===== config.mk =====
export PLATFORM = sky130hd
export DESIGN_NAME = sprite_anim_renderer
export DESIGN_NICKNAME = d
export VERILOG_FILES = /design/src/rtl/sprite_pkg.sv /design/src/rtl/sprite_anim_seq.sv /design/src/rtl/sprite_anim_renderer.sv
export SDC_FILE = /design/constraint.sdc
export NUM_CORES = 1
export LEC_CHECK = 0
export CAP_MARGIN = 20
export CORE_MARGIN = 3
export CORE_UTILIZATION = 40
export DETAILED_ROUTE_END_ITERATION = 6
export DONT_BUFFER_PORTS = 1
export GPL_TIMING_DRIVEN = 0
export PLACE_DENSITY = 0.52
export SYNTH_ARGS = -nofsm -noshare
export SYNTH_HDL_FRONTEND = slang
export SYNTH_HIERARCHICAL = 1
export SYNTH_SLANG_ARGS = --single-unit

===== constraint.sdc =====
create_clock -name vga_clk -period 3.9 [get_ports vga_clk]
set_input_delay 0.975 -clock vga_clk [delete_from_list [all_inputs] [get_ports vga_clk]]
set_output_delay 0.975 -clock vga_clk [all_outputs]
set_load 0.05 [all_outputs]

===== src/rtl/sprite_pkg.sv =====
// Shared types and constants for the animated sprite renderer.
// Display geometry and default palette conventions live here.
package sprite_pkg;

    typedef enum logic {
        IDLE,
        PLAY
    } anim_state_t;

    localparam int COLOR_W        = 4;
    localparam int SCREEN_W       = 640;
    localparam int SCREEN_H       = 480;
    localparam int TRANSP_DEFAULT = 0;

endpackage


===== src/rtl/sprite_anim_seq.sv =====
// Animation frame sequencer: holds each frame for HOLD_FRAMES screen
// frames, then advances; one-shot returns to IDLE, loop wraps to 0.
module sprite_anim_seq
    import sprite_pkg::*;
#(
    parameter int NUM_FRAMES  = 4,
    parameter int HOLD_FRAMES = 6,
    parameter int FRAME_W     = (NUM_FRAMES > 1) ? $clog2(NUM_FRAMES) : 1
) (
    input  logic               vga_clk,
    input  logic               reset_n,
    input  logic               frame_tick,
    input  logic               anim_start,
    input  logic               anim_loop,
    output logic [FRAME_W-1:0] frame,
    output logic               anim_busy
);

    localparam int HOLD_W = (HOLD_FRAMES > 1) ? $clog2(HOLD_FRAMES) : 1;

    anim_state_t       state;
    logic [HOLD_W-1:0] hold;

    // A start pulse beats a coincident tick, so restart always lands on hold 0.
    always_ff @(posedge vga_clk or negedge reset_n) begin
        if (!reset_n) begin
            state     <= IDLE;
            frame     <= '0;
            hold      <= '0;
            anim_busy <= 1'b0;
        end else if (anim_start) begin
            state     <= PLAY;
            frame     <= '0;
            hold      <= '0;
            anim_busy <= 1'b1;
        end else begin
            unique case (state)
                IDLE: begin
                    frame <= '0;
                    hold  <= '0;
                end
                PLAY: begin
                    if (frame_tick) begin
                        if (hold == HOLD_W'(HOLD_FRAMES - 1)) begin
                            hold <= '0;
                            if (frame == FRAME_W'(NUM_FRAMES - 1)) begin
                                frame <= '0;
                                if (!anim_loop) begin
                                    state     <= IDLE;
                                    anim_busy <= 1'b0;
                                end
                            end else begin
                                frame <= frame + 1'b1;
                            end
                        end else begin
                            hold <= hold + 1'b1;
                        end
                    end
                end
                default: begin
                    state     <= IDLE;
                    anim_busy <= 1'b0;
                end
            endcase
        end
    end

endmodule


===== src/rtl/sprite_anim_renderer.sv =====
// Draws one scaled, flippable, animated sprite window between the VGA
// controller and colour mapper; fixed 3-cycle DrawX-to-RGB latency.
module sprite_anim_renderer
    import sprite_pkg::*;
#(
    parameter int SPR_W       = 64,
    parameter int SPR_H       = 64,
    parameter int NUM_FRAMES  = 4,
    parameter int SCALE_LOG2  = 1,
    parameter int HOLD_FRAMES = 6,
    parameter int IDX_W       = 4,
    parameter int TRANSP_IDX  = TRANSP_DEFAULT,
    parameter int ADDR_W      = $clog2(NUM_FRAMES * SPR_W * SPR_H)
) (
    input  logic               vga_clk,
    input  logic               reset_n,
    input  logic [9:0]         DrawX,
    input  logic [9:0]         DrawY,
    input  logic               blank,
    input  logic               frame_tick,
    input  logic [9:0]         pos_x,
    input  logic [9:0]         pos_y,
    input  logic               flip,
    input  logic               anim_start,
    input  logic               anim_loop,
    output logic [ADDR_W-1:0]  rom_addr,
    input  logic [IDX_W-1:0]   rom_q,
    input  logic [COLOR_W-1:0] pal_r,
    input  logic [COLOR_W-1:0] pal_g,
    input  logic [COLOR_W-1:0] pal_b,
    output logic [COLOR_W-1:0] red,
    output logic [COLOR_W-1:0] green,
    output logic [COLOR_W-1:0] blue,
    output logic               sprite_on,
    output logic               anim_busy
);

    localparam int COL_W   = $clog2(SPR_W);
    localparam int ROW_W   = $clog2(SPR_H);
    localparam int WIN_W   = SPR_W << SCALE_LOG2;
    localparam int WIN_H   = SPR_H << SCALE_LOG2;
    localparam int FRAME_W = (NUM_FRAMES > 1) ? $clog2(NUM_FRAMES) : 1;

    logic [9:0]         px;
    logic [9:0]         py;
    logic               flp;
    logic [FRAME_W-1:0] frame;
    logic [10:0]        dx;
    logic [10:0]        dy;
    logic               hit;
    logic [COL_W-1:0]   col_raw;
    logic [COL_W-1:0]   col;
    logic [ROW_W-1:0]   row;
    logic [ADDR_W-1:0]  addr_next;
    logic               v1;
    logic               v2;
    logic               opaque;

    sprite_anim_seq #(
        .NUM_FRAMES  (NUM_FRAMES),
        .HOLD_FRAMES (HOLD_FRAMES),
        .FRAME_W     (FRAME_W)
    ) u_seq (
        .vga_clk    (vga_clk),
        .reset_n    (reset_n),
        .frame_tick (frame_tick),
        .anim_start (anim_start),
        .anim_loop  (anim_loop),
        .frame      (frame),
        .anim_busy  (anim_busy)
    );

    // 11-bit offsets: pixels left/above the window wrap huge and miss.
    assign dx      = {1'b0, DrawX} - {1'b0, px};
    assign dy      = {1'b0, DrawY} - {1'b0, py};
    assign hit     = (dx < 11'(WIN_W)) && (dy < 11'(WIN_H));
    assign col_raw = COL_W'(dx >> SCALE_LOG2);
    assign row     = ROW_W'(dy >> SCALE_LOG2);
    assign col     = flp ? ~col_raw : col_raw;

    assign addr_next = (ADDR_W'(frame) << (ROW_W + COL_W))
                     | ADDR_W'({row, col});

    assign opaque = v2 && (rom_q != IDX_W'(TRANSP_IDX));

    always_ff @(posedge vga_clk or negedge reset_n) begin
        if (!reset_n) begin
            px        <= '0;
            py        <= '0;
            flp       <= 1'b0;
            rom_addr  <= '0;
            v1        <= 1'b0;
            v2        <= 1'b0;
            sprite_on <= 1'b0;
            red       <= '0;
            green     <= '0;
            blue      <= '0;
        end else begin
            if (frame_tick) begin
                px  <= pos_x;
                py  <= pos_y;
                flp <= flip;
            end
            if (hit) begin
                rom_addr <= addr_next;
            end
            v1        <= hit & blank;
            v2        <= v1;
            sprite_on <= opaque;
            red       <= opaque ? pal_r : '0;
            green     <= opaque ? pal_g : '0;
            blue      <= opaque ? pal_b : '0;
        end
    end

endmodule


==> impl_metrics.ini, run 1 <==
[critical_path]
path_max_fanout = 10
setup.worst_path.end_class = flip-flop
slowest_stage = or4b_1
start_kind = primary input
r2r_slack_ns = 0.72
crit_type = primary input to flip-flop
cp.arrival_ns = 3.66
critical_path_required_ns = 4.12
cp_cell_sequence = nand2b_4 > inv_1 > fa_1 > nand2b_1 > a211oi_2 > o22a_1 > or4b_1 > a31oi_2 > nand4_4 > buf_6 > mux2_4
critPathMaxStageDelay_ns = 0.45
worst-r2r-cell-count = 11

[finish]
diodes = 0
seq_area_sq_mm = 0.001426
nets = 399
syn_to_final_growth_pct = 10.95
drive_above_1_share = 0.1375
multi_input_area_sq_mm = 0.001632
fill_cells = 718

[power_and_ir_drop]
power_density_mw_per_mm2 = 511.7
irDropWorstVdd_v = 0.0003114
p_seq_frac = 0.464
finalPower_mw = 1.816
p_switching_mw = 0.6289
p_clk_frac = 0.353
leakagePower_nw = 1.688
switching_share = 0.3463
comb_power_share = 0.184
p_int_mw = 1.187

[sta]
rsz0062_at_grt = no
fin_skew_ns = 0.01177
worstMarginPinSlew_ns = 0.5762
max-slew-margin-rel = 0.6059
max_freq_mhz = 290.7
hold_violations = 0
min_period_ns = 3.440
post-route-period-util = 0.8820
slew_viol_final = 0
finalSetupViolations = 0
fin_setup_tns_ns = 0

[synth]
yosys.cell_types.count = 55
syn-num-nets = 388
synth_area_per_cell_sq_um = 10.52
synth_top_area_frac = 0.4460
synth_top_cell_by_area = dfrtp_1
yosysMostFrequentCell = dfrtp_1
seq_area_frac_synth = 0.4460
synth_area_sq_mm = 0.003198
ys_top_cells_by_count = dfrtp_1, inv_1, nand2_1
synth_edf_count = 0
synthTopCellsByArea = dfrtp_1, ha_1, mux2_4
yosysWarnings = 6
synth_flop_cell = dfrtp_1
ys_ff_latch = 57
synth-async-reset-ratio = 1.000
synth_cells = 304

[clock_network]
hold_buffers = 0
cts_max_level = 3
insertion_delay_ns = 0.34
cts_tree = yes
clock_sinks = 57
cts_root_buf = clkbuf_8
cts_setup_buffers = 0
clk_pin_slew_ns = 0.08
cts_buffer_depth = 2
numCtsBuffers = 9
postCtsResizedCells = 0

[global_routing]
grt_pass1_vias = 2200
gr-total-overflow = 0
grtUsageTotal = 0.1629
grt_pass1_wl_mm = 11.08
antenna_found_initial = 0
grt_max_degree = 58

[worst_hold_path]
hold_class = primary input to async pin

[floorplan]
start_util = 0.4272
boundaryPins = 91
die_x_um = 95.42
row_count = 31
die-height_um = 95.42
die_area_sq_mm = 0.009104
coreArea_sq_mm = 0.007486

[routing]
dr.pass1.iters = 4
vias = 2178
antenna_left = 0
drc = 0
dr.first_iter.drc_count = 70
routed_wl_mm = 6.927
via_per_inst = 5.198
detail_route.wl_per_cell_um = 16.53

[job]
cap_violations = 0

[run_status]
outcome = complete, no violations

[place]
gp_congestion = 0.8018
port_buffers = 0
hpwl_mm = 5.081
## worst paths after layout
kind                              startpoint                       to
setup / recovery                    DrawX[0]  rom_addr[4]$_DFFE_PN0P_
hold / removal                       reset_n        py[4]$_DFFE_PN0P_
setup reg to reg           px[0]$_DFFE_PN0P_  rom_addr[4]$_DFFE_PN0P_
hold reg to reg                 v1$_DFF_PN0_             v2$_DFF_PN0_
max in group asynchronous            reset_n        px[2]$_DFFE_PN0P_
min in group vga_clk            v1$_DFF_PN0_             v2$_DFF_PN0_
## power by group through the flow
stage	logic, mW	clock network [mW]	registers (mW)
after CTS	0.338	0.663	0.844
final	0.333	0.640	0.842
after global routing	0.378	0.691	0.851
after floorplan	0.285	0	0.841
after global placement	0.330	0	0.854
after detailed placement	0.336	0	0.855
## critical path, delay by kind of cell
kind	cells	cell delay, ns
and+or+nand+nor	4	0.98
AOI/OAI and AO/OA	3	0.72
adders and majority gates	1	0.40
muxes	1	0.30
buffers and inverters	2	0.28
## routing by layer
metal	routed length (um)	up-vias	track usage
li1	-	1078	-
met1	3062	1025	0.2010
met2	3173	62	0.2525
met3	545	13	0.06472
met4	146	0	0.06991
met5	0	-	0
## logic make-up after synthesis
family / count (synthesis) / synth area share
adders and majority gates: 21 / 0.08686
muxes: 20 / 0.07864
DFF: 57 / 0.4460
and+or+nand+nor: 85 / 0.1463
xor gates and xnor gates: 18 / 0.04930
AOI/OAI and AO/OA: 68 / 0.1491
buffers and inverters: 35 / 0.04382
## registers in the layout, indices dropped and copies added, names as in the netlist, 2 cells and up
signal,flops
red,4
u_seq/frame,2
py,10
green,4
px,10
rom_addr,14
u_seq/hold,3
blue,4
## stage by stage
step / hold WS (ns) / instance area (sq um) / instances / worst slack (ns) / utilization
after floorplan: 0.3312 / 3198 / 304 / 0.3854 / -
after global placement: 0.3339 / 3322 / 403 / 0.1106 / 0.4438
after detailed placement: 0.3401 / 3322 / 403 / 0.04714 / 0.4438
after CTS: 0.3011 / 3548 / 419 / 0.4146 / 0.4740
after global routing: 0.2862 / 3548 / 419 / 0.2965 / 0.4740
final: 0.3202 / 3548 / 419 / 0.4603 / 0.4740
## placed cells by master (no fill, tap or decap), types with 6 or more instances in the layout
master    instances
a21oi_1          13
and2_1           13
clkbuf_1          6
clkbuf_8          9
dfrtp_1          57
ha_1             19
inv_1            27
mux2_2            9
mux2_4            8
nand2_1          24
nor2_1           20
o21ai_0          22
xnor2_1          12
xor2_1            6
## final cells by class
cell class	instances	area share
plain buffers	8	0.01093
clock buffers	9	0.03491
clock inverters	7	0.02891
inverters	27	0.02856
multi-input cells	212	0.4598
flip-flops and latches	57	0.4020
well taps	99	0.03491
Power figures use the tool's default switching activity.
==> run 2, diff against run 1 <==
--- a/config.mk
+++ b/config.mk
@@ -12,6 +12,7 @@
 export DONT_BUFFER_PORTS = 1
 export GPL_TIMING_DRIVEN = 0
 export PLACE_DENSITY = 0.52
+export REMOVE_ABC_BUFFERS = 1
 export SYNTH_ARGS = -nofsm -noshare
 export SYNTH_HDL_FRONTEND = slang
 export SYNTH_HIERARCHICAL = 1
==> run 2 against run 1 <==
  * Critical path type unchanged
  * Sequential power about the same
  * Combinational power is 4% lower
  * Critical endpoint is now rom_addr[10]$_DFFE_PN0P_
  * Core utilization fell by 0.52 points
  * Largest cell class unchanged
  * Register-to-register slack got worse by 0.08 ns
  * Fmax down 2.3%
  * Non-clock buffer count shrank 8
  * Via count is 1.2% lower
==> impl_metrics.ini, run 2 (same netlist as run 1, synthesis figures left out) <==
[global_routing]
grt_pass1_vias = 2193
grt.busiest_layer = met2
antenna_found_initial = 0
grt_max_degree = 58
met2_usage = 0.2257
gr-total-overflow = 0
use_met3 = 0.05130
met1_usage = 0.1834
grt_pass1_wl_mm = 10.27
grtUsageTotal = 0.1463

[clock_network]
cts_root_buf = clkbuf_8
cts_buffer_depth = 2
hold_buffers = 0
cts_max_level = 3
cts_setup_buffers = 0
clk_pin_slew_ns = 0.08
postCtsResizedCells = 0
cts_tree = yes
clock_sinks = 57
insertion_delay_ns = 0.33
numCtsBuffers = 9

[sta]
max_freq_mhz = 284.1
max-slew-margin-rel = 0.5883
fin_skew_ns = 0.008910
fin_setup_tns_ns = 0
finalSetupViolations = 0
slew_viol_final = 0
hold_slack_ns = 0.3281
post-route-period-util = 0.9026
rsz0062_at_grt = no
hold_violations = 0
worstMarginPinSlew_ns = 0.6020
finalWorstSetupSlack_ns = 0.3800
min_period_ns = 3.520

[place]
port_buffers = 0
hpwl_mm = 4.536
place_ws_ns = 0.01918
gp_congestion = 0.7509

[run_status]
outcome = complete, no violations

[critical_path]
path_max_fanout = 15
crit_type = primary input to flip-flop
worst-r2r-cell-count = 10
regToRegStartpoint = px[0]$_DFFE_PN0P_
start_kind = primary input
r2r_slack_ns = 0.64
cp.arrival_ns = 3.73
reg2reg_to = rom_addr[10]$_DFFE_PN0P_
critical_path_required_ns = 4.11
setup.worst_path.end_class = flip-flop

[finish]
multi_input_area_sq_mm = 0.001632
diodes = 0
largest_reg_flops = 14
fill_cells = 719
top_register = rom_addr
seq_area_sq_mm = 0.001426
top_regs = rom_addr: 14 flops, px: 10 flops, py: 10 flops
layout_common_cells = dfrtp_1, inv_1, nand2_1
final_common_cell = dfrtp_1
nets = 391
drive_above_1_share = 0.1346
syn_to_final_growth_pct = 9.742

[floorplan]
start_util = 0.4272
boundaryPins = 91
die_area_sq_mm = 0.009104
row_count = 31
die_x_um = 95.42
die-height_um = 95.42
coreArea_sq_mm = 0.007486

[routing]
detail_route.wl_per_cell_um = 15.23
antenna_left = 0
dr.pass1.iters = 4
via_per_inst = 5.236
drc = 0
vias = 2152
dr.first_iter.drc_count = 76
routed_wl_mm = 6.259

[power_and_ir_drop]
irDropWorstVdd_v = 0.0002035
finalPower_mw = 1.795
leakagePower_nw = 1.669
power_density_mw_per_mm2 = 511.4

[job]
cap_violations = 0

[worst_hold_path]
hold_class = primary input to async pin
-- run 2: through the flow --
stage / util / instance area, sq um / std cells
CTS: 0.4688 / 3510 / 411
floorplan: - / 3159 / 296
global route: 0.4688 / 3510 / 411
finish: 0.4688 / 3510 / 411
global placement: 0.4386 / 3283 / 395
detailed placement: 0.4386 / 3283 / 395
-- run 2: cell type report --
class | count | share of cell area
inverters | 27 | 0.02888
well taps | 99 | 0.03529
clock inverters | 7 | 0.02923
flip-flops and latches | 57 | 0.4064
multi-input cells | 212 | 0.4649
clock buffers | 9 | 0.03529
-- run 2: worst max path at each step --
stage | startpoint | end | depth (start not counted)
after floorplan | DrawX[0] | rom_addr[10]$_DFFE_PN0P_ | 10
after global placement | DrawX[0] | rom_addr[5]$_DFFE_PN0P_ | 10
after detailed placement | DrawX[0] | rom_addr[12]$_DFFE_PN0P_ | 10
after CTS | DrawX[0] | rom_addr[10]$_DFFE_PN0P_ | 10
after global routing | DrawX[0] | rom_addr[12]$_DFFE_PN0P_ | 10
final | DrawX[0] | rom_addr[10]$_DFFE_PN0P_ | 10
-- run 2: routing by layer --
layer | up-vias | routed length [um] | part of all wire
met2 | 66 | 2815 | 0.45
li1 | 1057 | - | -
met4 | 0 | 70 | 0.011
met1 | 1023 | 2841 | 0.45
met5 | - | 0 | 0
met3 | 6 | 532 | 0.085
-- run 2: power breakdown --
| part | internal [mW] | switching (mW) | leakage (nW) | total, mW |
|---|---|---|---|---|
| sequential | 0.651 | 0.194 | 0.737 | 0.845 |
| clock | 0.365 | 0.266 | 0.110 | 0.631 |
| combinational | 0.168 | 0.150 | 0.822 | 0.319 |
| total | 1.18 | 0.610 | 1.67 | 1.79 |
-- run 2: worst max-delay path, cell delays in order --
cell and delay [ns]:
nand2b_4 0.12, inv_1 0.05, fa_1 0.39, nand2b_1 0.20
a211oi_2 0.31, o22a_1 0.21, or4b_1 0.45, a31oi_2 0.23
nand4_4 0.37, mux2_4 0.42
